--- config.mk ---
export PLATFORM = sky130hd
export DESIGN_NAME = frame_config_sequencer
export DESIGN_NICKNAME = d
export VERILOG_FILES = /design/src/rtl/frame_config_sequencer.sv
export SDC_FILE = /design/constraint.sdc
export NUM_CORES = 1
export LEC_CHECK = 0
export ABC_CLOCK_PERIOD_IN_PS = 5300
export CAP_MARGIN = 5
export CORE_MARGIN = 2
export CORE_UTILIZATION = 40
export CTS_CLUSTER_DIAMETER = 150
export DETAILED_ROUTE_END_ITERATION = 7
export DONT_BUFFER_PORTS = 1
export GPL_TIMING_DRIVEN = 0
export PLACE_DENSITY = 0.62
export SLEW_MARGIN = 40
export SYNTH_ARGS = -nofsm -noshare
export SYNTH_HDL_FRONTEND = slang
export SYNTH_SLANG_ARGS = --single-unit
--- constraint.sdc ---
create_clock -name CLK -period 5.3 [get_ports CLK]
set_input_delay 1.06 -clock CLK [delete_from_list [all_inputs] [get_ports CLK]]
set_output_delay 1.06 -clock CLK [all_outputs]
set_load 0.01 [all_outputs]
--- src/rtl/frame_config_sequencer.sv ---
// rtl/frame_config_sequencer.sv - header+payload configuration word loader driving frame strobes
module frame_config_sequencer #(
  parameter int MAX_FRAMES_PER_COL = 20,
  parameter int FRAME_SELECT_WIDTH = 5,
  parameter int NUM_ROWS           = 4,
  parameter int STROBE_CYCLES      = 2
) (
  input  logic                          CLK,
  input  logic                          resetn,
  input  logic [31:0]                   s_data,
  input  logic                          s_valid,
  output logic                          s_ready,
  output logic [32*NUM_ROWS-1:0]        FrameData,
  output logic [FRAME_SELECT_WIDTH-1:0] FrameSelect,
  output logic                          FrameStrobe,
  output logic [MAX_FRAMES_PER_COL-1:0] FrameStrobe_I,
  output logic                          busy,
  output logic                          err,
  input  logic                          err_clr,
  output logic [15:0]                   frame_count
);

  localparam int IDX_W = (MAX_FRAMES_PER_COL > 1) ? $clog2(MAX_FRAMES_PER_COL) : 1;
  localparam int CNT_W = (NUM_ROWS > 1) ? $clog2(NUM_ROWS) : 1;
  localparam int SC_W  = (STROBE_CYCLES > 1) ? $clog2(STROBE_CYCLES) : 1;

  localparam logic [CNT_W-1:0] LAST_WORD   = CNT_W'(NUM_ROWS - 1);
  localparam logic [SC_W-1:0]  LAST_STROBE = SC_W'(STROBE_CYCLES - 1);

  localparam logic [1:0] S_IDLE   = 2'd0;
  localparam logic [1:0] S_LOAD   = 2'd1;
  localparam logic [1:0] S_STROBE = 2'd2;
  localparam logic [1:0] S_GAP    = 2'd3;

  logic [1:0]                    state_q, state_d;
  logic [CNT_W-1:0]              word_cnt_q, word_cnt_d;
  logic [SC_W-1:0]               strobe_cnt_q, strobe_cnt_d;
  logic [IDX_W-1:0]              frame_idx_q;
  logic [32*NUM_ROWS-1:0]        frame_data_q;
  logic [FRAME_SELECT_WIDTH-1:0] frame_sel_q;
  logic                          strobe_q;
  logic [MAX_FRAMES_PER_COL-1:0] strobe_vec_q;
  logic                          err_q;
  logic [15:0]                   frame_count_q;

  logic hdr_marker_ok, hdr_col_ok, hdr_idx_ok, hdr_ok;
  logic hdr_accept, word_accept, err_set, strobe_start, strobe_end;
  logic unused_hdr_bits;

  // Header field decode; low byte of the header carries nothing for this block.
  assign hdr_marker_ok   = (s_data[31:24] == 8'hFA);
  assign hdr_col_ok      = ((s_data[23:16] >> FRAME_SELECT_WIDTH) == 8'd0);
  assign hdr_idx_ok      = ({24'd0, s_data[15:8]} < 32'(MAX_FRAMES_PER_COL));
  assign hdr_ok          = hdr_marker_ok && hdr_col_ok && hdr_idx_ok;
  assign unused_hdr_bits = ^s_data[7:0];

  assign s_ready = (state_q == S_IDLE) || (state_q == S_LOAD);
  assign busy    = (state_q != S_IDLE);

  // Next-state decode: header parse in IDLE, word count in LOAD, strobe length in STROBE.
  always_comb begin
    state_d      = state_q;
    word_cnt_d   = word_cnt_q;
    strobe_cnt_d = strobe_cnt_q;
    hdr_accept   = 1'b0;
    word_accept  = 1'b0;
    err_set      = 1'b0;
    strobe_start = 1'b0;
    strobe_end   = 1'b0;
    case (state_q)
      S_IDLE: begin
        if (s_valid) begin
          if (hdr_ok) begin
            hdr_accept = 1'b1;
            word_cnt_d = '0;
            state_d    = S_LOAD;
          end else begin
            err_set = 1'b1;
          end
        end
      end
      S_LOAD: begin
        if (s_valid) begin
          word_accept = 1'b1;
          if (word_cnt_q == LAST_WORD) begin
            strobe_start = 1'b1;
            strobe_cnt_d = '0;
            state_d      = S_STROBE;
          end else begin
            word_cnt_d = word_cnt_q + 1'b1;
          end
        end
      end
      S_STROBE: begin
        if (strobe_cnt_q == LAST_STROBE) begin
          strobe_end = 1'b1;
          state_d    = S_GAP;
        end else begin
          strobe_cnt_d = strobe_cnt_q + 1'b1;
        end
      end
      S_GAP: begin
        state_d = S_IDLE;
      end
      default: begin
        state_d = S_IDLE;
      end
    endcase
  end

  // Control state and counters.
  always_ff @(posedge CLK or negedge resetn) begin
    if (!resetn) begin
      state_q      <= S_IDLE;
      word_cnt_q   <= '0;
      strobe_cnt_q <= '0;
    end else begin
      state_q      <= state_d;
      word_cnt_q   <= word_cnt_d;
      strobe_cnt_q <= strobe_cnt_d;
    end
  end

  // Header capture: column and frame index only move on a valid header.
  always_ff @(posedge CLK or negedge resetn) begin
    if (!resetn) begin
      frame_sel_q <= '0;
      frame_idx_q <= '0;
    end else if (hdr_accept) begin
      frame_sel_q <= s_data[16 +: FRAME_SELECT_WIDTH];
      frame_idx_q <= s_data[8 +: IDX_W];
    end
  end

  // Payload capture into the slice addressed by the word counter; held otherwise.
  always_ff @(posedge CLK or negedge resetn) begin
    if (!resetn) begin
      frame_data_q <= '0;
    end else if (word_accept) begin
      for (int k = 0; k < NUM_ROWS; k++) begin
        if (word_cnt_q == CNT_W'(k)) begin
          frame_data_q[32*k +: 32] <= s_data;
        end
      end
    end
  end

  // Strobe pair rises with STROBE entry and drops on the transition into GAP.
  always_ff @(posedge CLK or negedge resetn) begin
    if (!resetn) begin
      strobe_q     <= 1'b0;
      strobe_vec_q <= '0;
    end else if (strobe_start) begin
      strobe_q     <= 1'b1;
      strobe_vec_q <= {{(MAX_FRAMES_PER_COL-1){1'b0}}, 1'b1} << frame_idx_q;
    end else if (strobe_end) begin
      strobe_q     <= 1'b0;
      strobe_vec_q <= '0;
    end
  end

  // Committed-frame counter, bumped once per frame on STROBE entry; wraps naturally.
  always_ff @(posedge CLK or negedge resetn) begin
    if (!resetn) begin
      frame_count_q <= '0;
    end else if (strobe_start) begin
      frame_count_q <= frame_count_q + 16'd1;
    end
  end

  // Sticky header error; a new error on the clearing edge keeps it set.
  always_ff @(posedge CLK or negedge resetn) begin
    if (!resetn) begin
      err_q <= 1'b0;
    end else if (err_set) begin
      err_q <= 1'b1;
    end else if (err_clr) begin
      err_q <= 1'b0;
    end
  end

  assign FrameData     = frame_data_q;
  assign FrameSelect   = frame_sel_q;
  assign FrameStrobe   = strobe_q;
  assign FrameStrobe_I = strobe_vec_q;
  assign err           = err_q;
  assign frame_count   = frame_count_q;

endmodule

Word level (Yosys, flattened, before mapping)
Index checks and enable logic that the tools add are counted.
{"block": "op_classes", "n_addsub": 3, "mul": 0, "div_mod_pow": 0, "n_lt_le_gt_ge": 1, "eq_ne": 13, "shifts": 1, "muxes": 34, "bitwise": 0, "n_reduce_logical": 18}
{"cell": "20-bit two-way mux", "n": 2}
{"cell": "1-bit two-way mux", "n": 20}
{"cell": "1-bit by 5-bit left shift with 20-bit output (first input constant)", "n": 1}
{"cell": "2-bit two-way mux", "n": 9}
{"cell": "16-bit by 1-bit adder with 16-bit output (second input constant)", "n": 1}
{"cell": "2-bit != test (second input constant)", "n": 5}
{"cell": "5-bit AND reduction", "n": 2}
{"cell": "2-bit nonzero test", "n": 5}
{"cell": "2-bit == test (second input constant)", "n": 4}
{"cell": "8-bit == test (second input constant)", "n": 1}
{"cell": "8-bit logical NOT", "n": 1}
{"cell": "8-bit by 5-bit < comparator with 1-bit output (second input constant)", "n": 1}
{"cell": "2-bit case mux with 4 select lines", "n": 1}
{"cell": "2-bit AND reduction", "n": 4}
{"cell": "2-bit by 1-bit == test with 1-bit output (second input constant)", "n": 2}
{"cell": "2-bit logical NOT", "n": 2}
{"cell": "2-bit case mux with 2 select lines", "n": 1}
{"cell": "3-bit AND reduction", "n": 1}
{"cell": "2-bit by 1-bit adder with 2-bit output (second input constant)", "n": 1}
{"cell": "1-bit logical AND", "n": 2}
{"cell": "2-bit by 1-bit != test with 1-bit output (second input constant)", "n": 1}
{"cell": "1-bit case mux with 2 select lines", "n": 1}
{"cell": "1-bit adder (second input constant)", "n": 1}
{"cell": "1-bit logical OR", "n": 1}
{"block": "word_totals", "regBits": 181, "latchBits": 0, "ram_bits": 0, "rom_bits": 0, "output_inout_bits": 173, "word_cells": 83, "memories": 0}

Longest topological paths before layout
{"block": "logic_depth", "word_depth": 7, "ltp_mapped": 8}

Worst setup path before layout
Ideal clock, no wire load.
{"block": "synth_timing", "path_kind": "input to register", "start": "input s_data[22]", "end": "register state_q[1]", "arrival_ps": 2318, "required_time_ps": 5175, "setup_slack_ps": 2857, "stages": 5, "path_buffers": 0, "cell_sequence": "nor4_4 nand3_2 nand4b_4 a221o_2 mux2_4"}
{"block": "synth_between", "elab_chain_cells": 5}
{"element": "from (decl)", "line_no": "10", "text": "input logic [31:0] s_data,"}
{"element": "8-bit logical NOT", "line_no": "52", "text": "assign hdr_col_ok = ((s_data[23:16] >> FRAME_SELECT_WIDTH) == 8'd0);"}
{"element": "1-bit logical AND (2 in a row)", "line_no": "54", "text": "assign hdr_ok = hdr_marker_ok && hdr_col_ok && hdr_idx_ok;"}
{"element": "2-bit != test (no line)"}
{"element": "5-bit AND reduction (no line)"}
{"element": "to (signal assigned)", "line_no": "118", "text": "state_q <= state_d;"}
{"element": "to (decl)", "line_no": "35", "text": "logic [1:0] state_q, state_d;"}
Every way passes these cells.
A chain may end at the register's enable or synchronous reset.

Final worst setup path
{"block": "layout_timing", "start": "register state_q[1]", "end": "output s_ready"}
{"block": "layout_between", "elab_chain_cells": 2, "word_cells_on_any_way": 3}
{"element": "2-bit by 1-bit == test with 1-bit output / 2-bit logical NOT (equally long branches)", "line_no": "57", "text": "assign s_ready = (state_q == S_IDLE) || (state_q == S_LOAD);"}
{"element": "1-bit logical OR (*)", "line_no": "57"}
{"element": "to (decl)", "line_no": "12", "text": "output logic s_ready,"}
Every way passes the cells marked *; elsewhere a longest branch is shown, timed or not.

==> summary.md <==
- 2505 µm² — multi-input gate area in the final layout
- 0 — antenna violations before repair
- 588 — syn nets
- buffers and inverters — family with the most delay on the worst path
- flop — crit path launch type
- 2.478 ns — crit path setup slack, layout
- 3.829 nW — static leakage power
- 0.01576 — Synth Area in Adders
- 137.6 µm — width of the die
- 41 — number of unique standard cell types used by synthesis
- 4.668 mW — total power after layout
- 0 — Buffers on Ports
- 4529 µm² — area used by sequential logic in the layout
- 2 — Crit path buffers/inverters
- 0.6340 — post-synthesis sequential area ratio
- 239.5 µV — largest vdd supply drop
- no — RSZ-0062 raised after global routing
- 0 — quantity of hold-fixing buffers added after cts
- 0 — count of flip-flops with a built-in enable after synthesis
- 48 — std cell rows
- done — CTS tree
- 0.1734 — multiplexer fraction of the synthesized cell area
- 26.08 mm — first-pass GRT wire length
- 0.07 ns — clock slew at the register clock pins of the worst setup and hold paths
- 578.4 nW/µm² — areal power density over the cells
- 1,556 — filler cell count
- 0 — total congestion overflow
- 10 — Critical Path Fanout Max
- 0 — number of hold violations in the final report
- 17.11 mm — aggregate routed wire length
- 800 — Cell Count, Final, Fillers Out
- 0 — final routed DRC violation total
- 5.293 — vias per std cell
- finished, final reports clean — run status
- 209 — I/O pin total
- 0 — buffers inserted during post-CTS setup optimization
- 2 — maximum clock path buffer count
- sky130_fd_sc_hd__clkbuf_16 — root buffer cell
- sky130_fd_sc_hd__dfrtp_1 — Most used DFF post-synth
- 13.16 µm² — synthesized area per cell
- reg -> out — critical setup path kind
- 0.40 ns — delay contributed by the slowest stage of the critical path
- 4 — number of iterations in the first detailed-routing pass
- 0 — count of final max-slew check failures
- 0.2557 — share of final-layout standard cells stronger than drive strength 1
- 2.360 ns — Setup Slack @ Placement
- 0.4116 — starting density of the core
- 12.96% — area overhead of the layout relative to synthesis
- sky130_fd_sc_hd__dfrtp_1 — cell with the largest stage delay on the worst path
- 0 — Max Cap Viol
- 0 — # setup viols final
- 18,950 µm² — total die area
- 181 — post-synthesis sequential element count
- 0.5325 — period utilization
- 0.1102 — Synth Area in Simple Gates
- inv_1, ha_1, clkbuf_1, or2_2 — CP cell instances
- 0.4650 — final core utilization
- 17 — Num CTS Buffers
- 4.24 ns — Crit path required time
- 607 — number of nets in the finished design
- 21.39 µm — routed len/inst
- 17,360 µm² — Core Region
- 354.4 MHz — timing-limited maximum frequency
- 4,430 — number of global-route vias before repair
- 0.4692 — relative slew slack
- 181 — clock sink count
- 11.92 mm — sum of net half-perimeters after detailed placement
- 4,234 — Via Count
- 0 — count of synthesis-stage warnings from yosys
- 0 — Antenna Nets Post-Route
- 0.03292 — compound-gate portion of the synthesized area
- 0.8119 — Routability Congestion
- 0.01839 — post-synthesis share of cell area spent on xor and xnor gates
- 2.822 ns — final worst path period need
- 768 — number of placed instances with taps included
- 1.76 ns — data arrival time of the worst path
- 0.42 ns — source-to-sink clock delay at the later pin of the worst-skew pair
- 189 — detailed router's first-iteration violation count
- 0 ns — Total Negative Setup Slacks
- 2.94 ns — register-to-register setup slack
- 0.005593 ns — worst clock skew
- 7144 µm² — cell area after technology mapping
- 0.1859 — GRT Total Usage
- 0 — antenna fix cells
- output port — capturing element type of the critical path
- 137.6 µm — y dimension of the die
- 543 — number of instances in the synthesized netlist
- multiplexers — combinational family with the most area after synthesis
- 1.000 — Async SR Flop Fraction
- 0.7901 ns — Worst Tran Pin Value
- 4 — CTS HTree Levels
- in -> async — Tightest Hold Check Type
- 0 — Resized cells post-CTS
- 182 — maximum number of pins on one net before global-route repair
-- area by class of cell --
cell class | count | share of cell area
buffer | 22 | 0.01039
clock buffer | 17 | 0.05271
clock inverter | 15 | 0.02713
inverter | 7 | 0.003256
multi-input combinational | 333 | 0.3104
sequential | 181 | 0.5612
tap | 225 | 0.03488
-- worst register-to-register path, cell delays in order (launching register included) --
cell and delay, ns:
sky130_fd_sc_hd__dfrtp_1 0.41, sky130_fd_sc_hd__ha_1 0.29, sky130_fd_sc_hd__and3_1 0.18, sky130_fd_sc_hd__clkbuf_1 0.48, sky130_fd_sc_hd__nand2_1 0.11, sky130_fd_sc_hd__nor2_1 0.44
sky130_fd_sc_hd__nor2b_1 0.24, sky130_fd_sc_hd__a22o_1 0.15
-- logic make-up (layout without fill, tap and decap cells) --
logic type / after synthesis / count (layout)
compound gates: 30 / 30
xor+xnor: 15 / 15
fa+ha+maj: 9 / 9
buf+inv: 29 / 61
flops: 181 / 181
mux: 110 / 110
simple gates: 169 / 169
-- state kept, by name (all words and copies together), names as in the netlist --
signal and flops:
FrameSelect 5, FrameStrobe 1, state_q 2, err 1
strobe_cnt_q 1, FrameData 128, word_cnt_q 2, frame_count 16
frame_idx_q 5, FrameStrobe_I 20
-- power by group --
| group | leakage (nW) | switching (mW) | internal [mW] |
|---|---|---|---|
| Sequential | 2.30 | 0.612 | 1.88 |
| Clock | 0.315 | 0.562 | 0.806 |
| Combinational | 1.21 | 0.360 | 0.446 |
-- layout by cell type, fill, tap and decap left out, types with 4 or more instances in the layout --
master                      synthesis  layout
sky130_fd_sc_hd__a32o_1             4       4
sky130_fd_sc_hd__nand3_1           11      11
sky130_fd_sc_hd__mux2_2           106     106
sky130_fd_sc_hd__clkbuf_1          14      14
sky130_fd_sc_hd__o21ai_0            6       6
sky130_fd_sc_hd__dfrtp_1          181     181
sky130_fd_sc_hd__nand4_1            4       4
sky130_fd_sc_hd__nor2_1            10      10
sky130_fd_sc_hd__xnor2_1           13      13
sky130_fd_sc_hd__inv_1              7       7
sky130_fd_sc_hd__clkbuf_16          0      17
sky130_fd_sc_hd__ha_1               9       9
sky130_fd_sc_hd__buf_1              7       7
sky130_fd_sc_hd__inv_6              0       4
sky130_fd_sc_hd__bufinv_16          0       4
sky130_fd_sc_hd__and4_1             4       4
sky130_fd_sc_hd__nand2_1          118     118
sky130_fd_sc_hd__a22o_1            12      12
-- cells in the mapped netlist, types with 2 or more instances --
master                     count  area [µm²]
sky130_fd_sc_hd__a22o_1       12       105.1
sky130_fd_sc_hd__buf_1         7       26.28
sky130_fd_sc_hd__mux2_2      106        1194
sky130_fd_sc_hd__a32o_1        4       40.04
sky130_fd_sc_hd__nand2_1     118       442.9
sky130_fd_sc_hd__nor2_1       10       37.54
sky130_fd_sc_hd__xnor2_1      13       113.9
sky130_fd_sc_hd__a21oi_1       2       10.01
sky130_fd_sc_hd__clkbuf_1     14       52.55
sky130_fd_sc_hd__nor3b_1       2       15.01
sky130_fd_sc_hd__o21ai_0       6       30.03
sky130_fd_sc_hd__nor2b_1       3       18.77
sky130_fd_sc_hd__xor2_1        2       17.52
sky130_fd_sc_hd__and2_1        2       12.51
sky130_fd_sc_hd__dfrtp_1     181        4529
sky130_fd_sc_hd__and4_1        4       35.03
sky130_fd_sc_hd__ha_1          9       112.6
sky130_fd_sc_hd__mux2i_1       3       30.03
sky130_fd_sc_hd__inv_1         7       26.28
sky130_fd_sc_hd__nor3_1        3       15.01
sky130_fd_sc_hd__nand3_1      11       55.05
sky130_fd_sc_hd__and3_1        2       12.51
sky130_fd_sc_hd__nand4_1       4       25.02
-- routing by layer --
layer | vias up | global-route usage | wire [µm]
met3 | 17 | 0.07800 | 1812
met2 | 169 | 0.2982 | 8173
li1 | 1900 | - | -
met1 | 2148 | 0.2271 | 6885
met4 | 0 | 0.06071 | 242
met5 | - | 0 | 0
-- final timing paths --
check | cells after the start | endpoint | startpoint
worst max-delay path | 4 | s_ready | state_q[1]
worst min-delay path | 0 | FrameData[70] | resetn
worst max register to register | 7 | FrameStrobe_I[7] | word_cnt_q[1]
worst min register to register | 1 | frame_count[15] | frame_count[15]
max in group asynchronous | 0 | FrameData[110] | resetn
min in group CLK | 1 | frame_count[15] | frame_count[15]
-- through the flow --
| stage | area [µm²] | hold WS, ns |
|---|---|---|
| 4_1_cts | 8070 | 0.3050 |
| 5_1_grt | 8070 | 0.3021 |
| 2_1_floorplan | 7144 | 0.5039 |
| 3_5_place_dp | 7426 | 0.5273 |
| 6_report | 8070 | 0.3254 |
| 3_3_place_gp | 7426 | 0.5224 |
No activity file was read; power rests on OpenSTA's default activity.
